### config.mk
export PLATFORM = sky130hd
export DESIGN_NAME = shift_8x64_unload
export DESIGN_NICKNAME = d
export VERILOG_FILES = /design/src/rtl/shift_8x64_pkg.sv /design/src/rtl/shift_8x64_unload_core.sv /design/src/rtl/shift_8x64_unload.sv
export SDC_FILE = /design/constraint.sdc
export NUM_CORES = 1
export LEC_CHECK = 0
export BUFFER_PORTS_ARGS = -buffer_cell sky130_fd_sc_hd__buf_2
export CORE_ASPECT_RATIO = 1.4
export CORE_MARGIN = 2
export CORE_UTILIZATION = 45
export DETAILED_ROUTE_END_ITERATION = 6
export PLACE_DENSITY = 0.69
export RECOVER_POWER = 100
export SLEW_MARGIN = 40
export SYNTH_ARGS = -nofsm -noshare
export SYNTH_HDL_FRONTEND = slang
export SYNTH_SLANG_ARGS = --single-unit
### constraint.sdc
create_clock -name clk -period 2.3 [get_ports clk]
set_input_delay 0.115 -clock clk [delete_from_list [all_inputs] [get_ports clk]]
set_output_delay 0.115 -clock clk [all_outputs]
set_load 0.005 [all_outputs]
### src/rtl/shift_8x64_pkg.sv
// rtl/shift_8x64_pkg.sv - shared defaults, widths and state encoding for the 8x64 unload path
package shift_8x64_pkg;

    localparam int WIDTH_DEF = 8;
    localparam int DEPTH_DEF = 64;
    localparam int TAP1_DEF  = 15;
    localparam int TAP2_DEF  = 31;
    localparam int TAP3_DEF  = 47;

    localparam int IDX_W_DEF = $clog2(DEPTH_DEF);
    localparam int CNT_W_DEF = IDX_W_DEF + 1;

    typedef enum logic {
        IDLE  = 1'b0,
        SHIFT = 1'b1
    } state_t;

endpackage

### src/rtl/shift_8x64_unload_core.sv
// rtl/shift_8x64_unload_core.sv - DEPTH x WIDTH register array with parallel load and shift toward the tail
module shift_8x64_unload_core
    import shift_8x64_pkg::*;
#(
    parameter int WIDTH = WIDTH_DEF,
    parameter int DEPTH = DEPTH_DEF
) (
    input  logic                     clk,
    input  logic                     rst_n,
    input  logic                     clear,
    input  logic                     load_en,
    input  logic                     shift_en,
    input  logic [WIDTH*DEPTH-1:0]   load_data,
    output logic [WIDTH-1:0]         tail_data
);

    // Packed so entry i lines up with load_data[i*WIDTH +: WIDTH].
    logic [DEPTH-1:0][WIDTH-1:0] sr_q;
    logic [DEPTH-1:0][WIDTH-1:0] sr_d;

    always_comb begin
        sr_d = sr_q;
        if (clear) begin
            sr_d = '0;
        end else if (load_en) begin
            sr_d = load_data;
        end else if (shift_en) begin
            sr_d = {sr_q[DEPTH-2:0], {WIDTH{1'b0}}};
        end
    end

    always_ff @(posedge clk) begin
        if (!rst_n) begin
            sr_q <= '0;
        end else begin
            sr_q <= sr_d;
        end
    end

    assign tail_data = sr_q[DEPTH-1];

endmodule

### src/rtl/shift_8x64_unload.sv
// rtl/shift_8x64_unload.sv - frame load, serial replay FSM; SHIFT_UNLOAD_TAP_MARK_EN adds tap_hit/tap_sel
module shift_8x64_unload
    import shift_8x64_pkg::*;
#(
    parameter int WIDTH = WIDTH_DEF,
    parameter int DEPTH = DEPTH_DEF,
    parameter int TAP1  = TAP1_DEF,
    parameter int TAP2  = TAP2_DEF,
    parameter int TAP3  = TAP3_DEF
) (
    input  logic                       clk,
    input  logic                       rst_n,
    input  logic                       load_valid,
    output logic                       load_ready,
    input  logic [WIDTH*DEPTH-1:0]     load_data,
    input  logic                       flush,
    output logic                       out_valid,
    input  logic                       out_ready,
    output logic [WIDTH-1:0]           out_data,
    output logic                       out_last,
`ifdef SHIFT_UNLOAD_TAP_MARK_EN
    output logic                       tap_hit,
    output logic [1:0]                 tap_sel,
`endif
    output logic [$clog2(DEPTH)-1:0]   out_index
);

    localparam int IDX_W = $clog2(DEPTH);
    localparam int CNT_W = IDX_W + 1;

    state_t             state_q, state_d;
    logic [CNT_W-1:0]   count_q, count_d;
    logic               load_fire;
    logic               beat_fire;

    assign load_fire = (state_q == IDLE)  && load_valid;
    assign beat_fire = (state_q == SHIFT) && out_ready;

    always_comb begin
        state_d = state_q;
        count_d = count_q;
        if (flush) begin
            state_d = IDLE;
            count_d = '0;
        end else if (load_fire) begin
            state_d = SHIFT;
            count_d = CNT_W'(DEPTH);
        end else if (beat_fire) begin
            count_d = count_q - 1'b1;
            if (count_q == CNT_W'(1)) begin
                state_d = IDLE;
            end
        end
    end

`ifdef SHIFT_UNLOAD_TAP_MARK_EN
    logic [1:0]        tap_sel_q, tap_sel_d;
    logic [IDX_W-1:0]  next_index;

    // Marks are registered against the beat that will be presented next cycle.
    assign next_index = IDX_W'(CNT_W'(DEPTH) - count_d);

    always_comb begin
        tap_sel_d = 2'd0;
        if (state_d == SHIFT) begin
            if (next_index == IDX_W'(DEPTH - 1 - TAP1)) begin
                tap_sel_d = 2'd1;
            end else if (next_index == IDX_W'(DEPTH - 1 - TAP2)) begin
                tap_sel_d = 2'd2;
            end else if (next_index == IDX_W'(DEPTH - 1 - TAP3)) begin
                tap_sel_d = 2'd3;
            end
        end
    end

    assign tap_sel = tap_sel_q;
    assign tap_hit = (tap_sel_q != 2'd0);
`endif

    always_ff @(posedge clk) begin
        if (!rst_n) begin
            state_q   <= IDLE;
            count_q   <= '0;
`ifdef SHIFT_UNLOAD_TAP_MARK_EN
            tap_sel_q <= 2'd0;
`endif
        end else begin
            state_q   <= state_d;
            count_q   <= count_d;
`ifdef SHIFT_UNLOAD_TAP_MARK_EN
            tap_sel_q <= tap_sel_d;
`endif
        end
    end

    shift_8x64_unload_core #(
        .WIDTH (WIDTH),
        .DEPTH (DEPTH)
    ) u_core (
        .clk       (clk),
        .rst_n     (rst_n),
        .clear     (flush),
        .load_en   (load_fire),
        .shift_en  (beat_fire),
        .load_data (load_data),
        .tail_data (out_data)
    );

    assign load_ready = (state_q == IDLE);
    assign out_valid  = (state_q == SHIFT);
    assign out_last   = (state_q == SHIFT) && (count_q == CNT_W'(1));
    assign out_index  = (state_q == SHIFT) ? IDX_W'(CNT_W'(DEPTH) - count_q) : '0;

endmodule
# Word level (Yosys, flattened, before mapping)
# Index checks and enable logic that the tools add are counted.
[word_totals]
ff_bits = 520
elab_cells = 88
output_inout_bits = 17
in_bits = 517
[op_classes]
add_sub_neg = 2
n_eq_ne = 1
reduce_logical = 8
muxes = 8
bitwise = 2
[op_table]
columns = ["operator", "count"]
rows = [
  ["two-way mux 512 bit", 2],
  ["two-way mux 7 bit", 2],
  ["== test 7 x 1 -> 1 bit (second input constant)", 1],
  ["subtractor 7 x 1 -> 7 bit (second input constant)", 1],
  ["two-way mux 6 bit", 1],
  ["subtractor 1 x 6 -> 6 bit (first input constant)", 1],
  ["nonzero test 2 bit", 2],
  ["logical AND 1 bit", 3],
  ["two-way mux 1 bit", 3],
  ["OR reduction 3 bit", 1],
  ["NOT 1 bit", 2],
  ["AND reduction 2 bit", 1],
  ["OR reduction 2 bit", 1],
]

# Depth between registers and ports, before layout
[logic_depth]
depth_word = 4
depth_mapped = 7
mapped_depth_nobuf = 5

# By module
# A second synthesis with hierarchy kept.
[hier_totals]
cells_unflattened = 2342
hier_area_um2 = 25414.4
[by_module_without_submodules]
columns = ["module", "cells_each", "area_per_inst_um2", "seq_area_each_um2", "n_inst"]
rows = [
  ["shift_8x64_unload_core", 2285, 24940.2, 10249.8, 1],
  ["shift_8x64_unload", 57, 474.2, 160.2, 1],
]

# Worst setup path after synthesis
# OpenSTA, ideal clock, no wires.
[synth_path]
kind = "register to register"
start = "register count_q[2]"
end = "register count_q[5]"
setup_time_ps = 67
path_buffers = 1
required_time_ps = 2233
arrival_ps = 1514
setup_slack_ps = 719
period_less_slack_ps = 1581
stages_incl_launch_ff = 5
path_cell_list = "dfxtp_1 buf_6 or4_4 or4_4 a21oi_2"
[synth_between]
elab_chain_len = 1
[synth_lines]
columns = ["element", "line", "text"]
rows = [
  ["start, declared", "shift_8x64_unload.sv:32", "logic [CNT_W-1:0] count_q, count_d;"],
  ["start signal, assigned", "shift_8x64_unload.sv:89", "count_q <= count_d;"],
  ["subtractor 7 x 1 -> 7 bit", "shift_8x64_unload.sv:49", "count_d = count_q - 1'b1;"],
]
# No other way between the ends.
# A chain may end at the register's enable or synchronous reset.

# Worst setup path in the final report
[layout_path]
start = "register state_q, in the netlist out_valid"
end = "register u_core.sr_q[21] (netlist bit)"
[layout_between]
elab_chain_len = 3
word_cells_on_any_way = 5
cone_classes = "mux: 1; bitwise: 1; reduce/logical: 3"
[layout_lines]
columns = ["element", "line", "text"]
rows = [
  ["start, declared", "shift_8x64_unload.sv:31", "state_t state_q, state_d;"],
  ["start signal, assigned", "shift_8x64_unload.sv:88", "state_q <= state_d;"],
  ["NOT 1 bit", "shift_8x64_unload.sv:36", "assign load_fire = (state_q == IDLE) && load_valid;"],
  ["logical AND 1 bit", "shift_8x64_unload.sv:36", ""],
  ["two-way mux 512 bit / nonzero test 2 bit (equally long branches)", "-", ""],
  ["end signal, assigned", "shift_8x64_unload_core.sv:36", "sr_q <= sr_d;"],
  ["end, declared", "shift_8x64_unload_core.sv:18", "logic [DEPTH-1:0][WIDTH-1:0] sr_q;"],
]
# Parallel ways exist; a longest one is shown, timed or not.

==> impl_metrics.csv <==
group,metric,value,unit
logic_synthesis,synth-edff-count,0,
power_and_ir_drop,cellLeakagePower,0.0121,uW
drt,m1WireLength,31500,um
placed_design,dpl.hpwl,48800,um
logic_synthesis,synth-xor-area-share,0.00157,
cts,cts_tree,"done",
worst_setup_path,reg2reg_from,"out_valid",
sta,report.final.hold_viol_count,0,
die,die_h,267,um
layout,fillCellCount,3587,
drt,dr.max_layer_used,"met5",
logic_synthesis,synth_top_family_by_area,"simple AND/OR/NAND/NOR gates",
die,core_area,48900,sq um
job,cap_violations,0,
worst_setup_path,cp-end-kind,"flip-flop",
drt,post_drt_wl_per_cell,19.2,um
placed_design,io_buffer_count,533,
die,num_io_pins,534,
logic_synthesis,synth_compound_area_frac,0.204,
power_and_ir_drop,pwr_density_cell,674,nW/um^2
logic_synthesis,synthAdderAreaFrac,0.00112,
layout,drive_above_1_share,0.179,
worst_setup_path,r2r_end,"u_core.sr_q[21]",
grt,grt_max_degree,102,
sta,relSlewSlack,0.409,
power_and_ir_drop,ir_drop,0.653,mV
sta,slew_violations,0,
sta,max_clock_freq,0.443,GHz
power_and_ir_drop,swShare,0.249,
sta,period_share,0.982,
sta,period_needed,2.26,ns
die,row_count,96,
worst_setup_path,reg2reg_slack,0.04,ns
logic_synthesis,synthArstFlopShare,0,
sta,finalSetupViolCount,0,
outcome,status,"finished clean",
logic_synthesis,syn-cell-area,22200,sq um
layout,regArea,10400,sq um
placed_design,pre_cts_slack,0.357,ns
power_and_ir_drop,pwr-share-clk,0.423,
layout,final_common_cell,"nand2_1",
cts,clk_path_buf_depth,3,
drt,met3_length,8000,um
cts,root_buffer,"clkbuf_16",
sta,skew,0.0138,ns
power_and_ir_drop,pwr-share-seq,0.444,
worst_setup_path,critPathLaunch,"out_valid",
worst_setup_path,setup.worst_path.end,"u_core.sr_q[21]",
worst_setup_path,r2r_cells,4,
cts,post-cts-setup-buffers,0,
logic_synthesis,synthSimpleGateAreaFrac,0.266,
layout,nets,4301,
die,start_util,0.455,
worst_setup_path,cp_cell_sequence,"and2_4 -> clkbuf_2 -> nand2_1 -> a311oi_1",
logic_synthesis,synth-main-ff-cell,"dfxtp_1",
worst_setup_path,cp_slowest_cell,"dfxtp_1",
die,die_x,192,um
grt,grt_pass1_vias,25666,
drt,via_per_inst,5.77,
sta,final.setup.worst_slack,0.0415,ns
logic_synthesis,ys_seq_area_frac,0.468,
worst_setup_path,crit_fanout,28,
worst_setup_path,slowest_delay,0.55,ns
worst_setup_path,arrival,2.72,ns
layout,mostFrequentLayoutCells,"nand2_1 (1,027), buf_2 (521), dfxtp_1 (520)",
logic_synthesis,muxShareOfSynthArea,0,
placed_design,place_congestion,0.888,
layout,area_growth,45.2,%
logic_synthesis,ys_ff_latch,520,
cts,path_clk_slew,0.07,ns
drt,vias,25820,
logic_synthesis,syn_area_per_cell,7.66,sq um
power_and_ir_drop,p_sw,5430,uW
power_and_ir_drop,p_total,21800,uW
die,die_area,51300,sq um
grt,grt_overflow,0,
logic_synthesis,synth.distinct_cells,31,
grt,grt_usage,0.321,
drt,dr.pass1.iters,6,
cts,h-tree-depth,2,
drt,route.met2.wl,40000,um
power_and_ir_drop,p_int,16300,uW
drt,drc,0,
worst_setup_path,start_kind,"flip-flop",
power_and_ir_drop,combPwrFrac,0.133,
min_path,hp-class,"in2reg",
layout,multi_input_area,10500,sq um
logic_synthesis,synthCells,2905,
drt,drt-initial-drc-count,2290,
cts,worstSkewPairLatency,0.59,ns
logic_synthesis,synth_nets,3424,
cts,cts_made_buffers,50,
sta,worst_slew_pin_slew,0.887,ns
grt,grt_pass1_wl,132000,um
drt,drt_wl_total,85700,um
grt,antenna_found_initial,16,
drt,postRouteAntennaNets,0,
worst_setup_path,critPathKind,"reg2reg",
worst_setup_path,required,2.77,ns
cts,cts_num_sinks,520,
logic_synthesis,yosys_warnings,0,
-- worst min path at each step --
stage / startpoint / endpoint / slack [ns] / depth (start not counted)
2_1_floorplan: load_data[0] / u_core.sr_q[0] / 0.25 / 2
3_3_place_gp: load_data[5] / u_core.sr_q[5] / 0.36 / 3
3_5_place_dp: load_data[7] / u_core.sr_q[7] / 0.37 / 3
4_1_cts: out_ready / out_valid / 0.002 / 3
5_1_grt: out_ready / out_valid / 0.02 / 3
6_report: out_ready / out_valid / 0.02 / 3
-- cells by family (layout without fill, tap and decap cells) --
kind of cell    Yosys count  in the layout
buf+inv                 297           1215
xor+xnor                  4              4
other cells               0             16
simple gates           1558           1558
fa+ha+maj                 2              2
compound gates          524            524
flops                   520            520
-- per-stage QoR --
stage / hold WS, ns / TNS, ns / instances / util / instance area [sq um]
after floorplan: 0.251 / 0 / 2905 / - / 22200
after global placement: 0.360 / 0 / 3852 / 0.518 / 25300
after detailed placement: 0.372 / 0 / 3852 / 0.518 / 25300
after CTS: 0.00203 / 0 / 4460 / 0.661 / 32300
after global routing: 0.0204 / -0.00178 / 4474 / 0.661 / 32300
final: 0.0204 / 0 / 4476 / 0.661 / 32300
-- sequential cells by signal, indices dropped and copies added, names as in the netlist --
signal            cells
out_valid             1
u_core.tail_data      8
count_q               7
u_core.sr_q         504
-- cell type report --
cell class,instances,share of cell area
Clock inverter,18,0.00899
Clock buffer,75,0.0480
Timing Repair Buffer,1119,0.268
Antenna cell,16,0.00124
Inverter,3,0.000349
Tap cell,637,0.0247
Sequential cell,520,0.322
Multi-Input combinational cell,2088,0.326
-- Yosys cell counts (3+ instances only) --
library cell | number | share of area
a311oi_1 | 504 | 0.20
dfxtp_1 | 520 | 0.47
clkbuf_1 | 130 | 0.022
buf_4 | 8 | 0.0027
xor2_1 | 3 | 0.0012
a21oi_1 | 11 | 0.0025
inv_1 | 3 | 0.00051
and2_1 | 3 | 0.00084
nand2_1 | 1028 | 0.17
nor2_1 | 510 | 0.086
buf_2 | 148 | 0.033
o21ai_0 | 3 | 0.00067
or3_1 | 3 | 0.00084
buf_1 | 6 | 0.0010
-- power by group through the flow --
stage	clock network, uW	logic [uW]	registers, uW
floorplan	0	1210	9760
global placement	0	2050	9830
detailed placement	0	2090	9830
CTS	9290	2790	9640
global route	9640	3110	9690
finish	9210	2900	9660
-- critical path, delay by kind of cell, from the launching register on --
| family | cells | cell delay, ns |
|---|---|---|
| simple gates | 2 | 0.60 |
| flops | 1 | 0.55 |
| buf+inv | 1 | 0.53 |
| compound gates | 1 | 0.45 |
-- layer usage --
layer,up-vias,GRT usage
met5,-,0.00197
met4,2,0.224
met3,430,0.0785
met2,1538,0.526
met1,12015,0.365
li1,11835,-
-- what timing repair did --
item                                    in CTS  in global routing
endpoints found under the setup margin       0                  2
resized for setup                            0                  4
endpoints found under the hold margin      515                  0
hold buffers                               515                  0
Power figures use the tool's default switching activity.
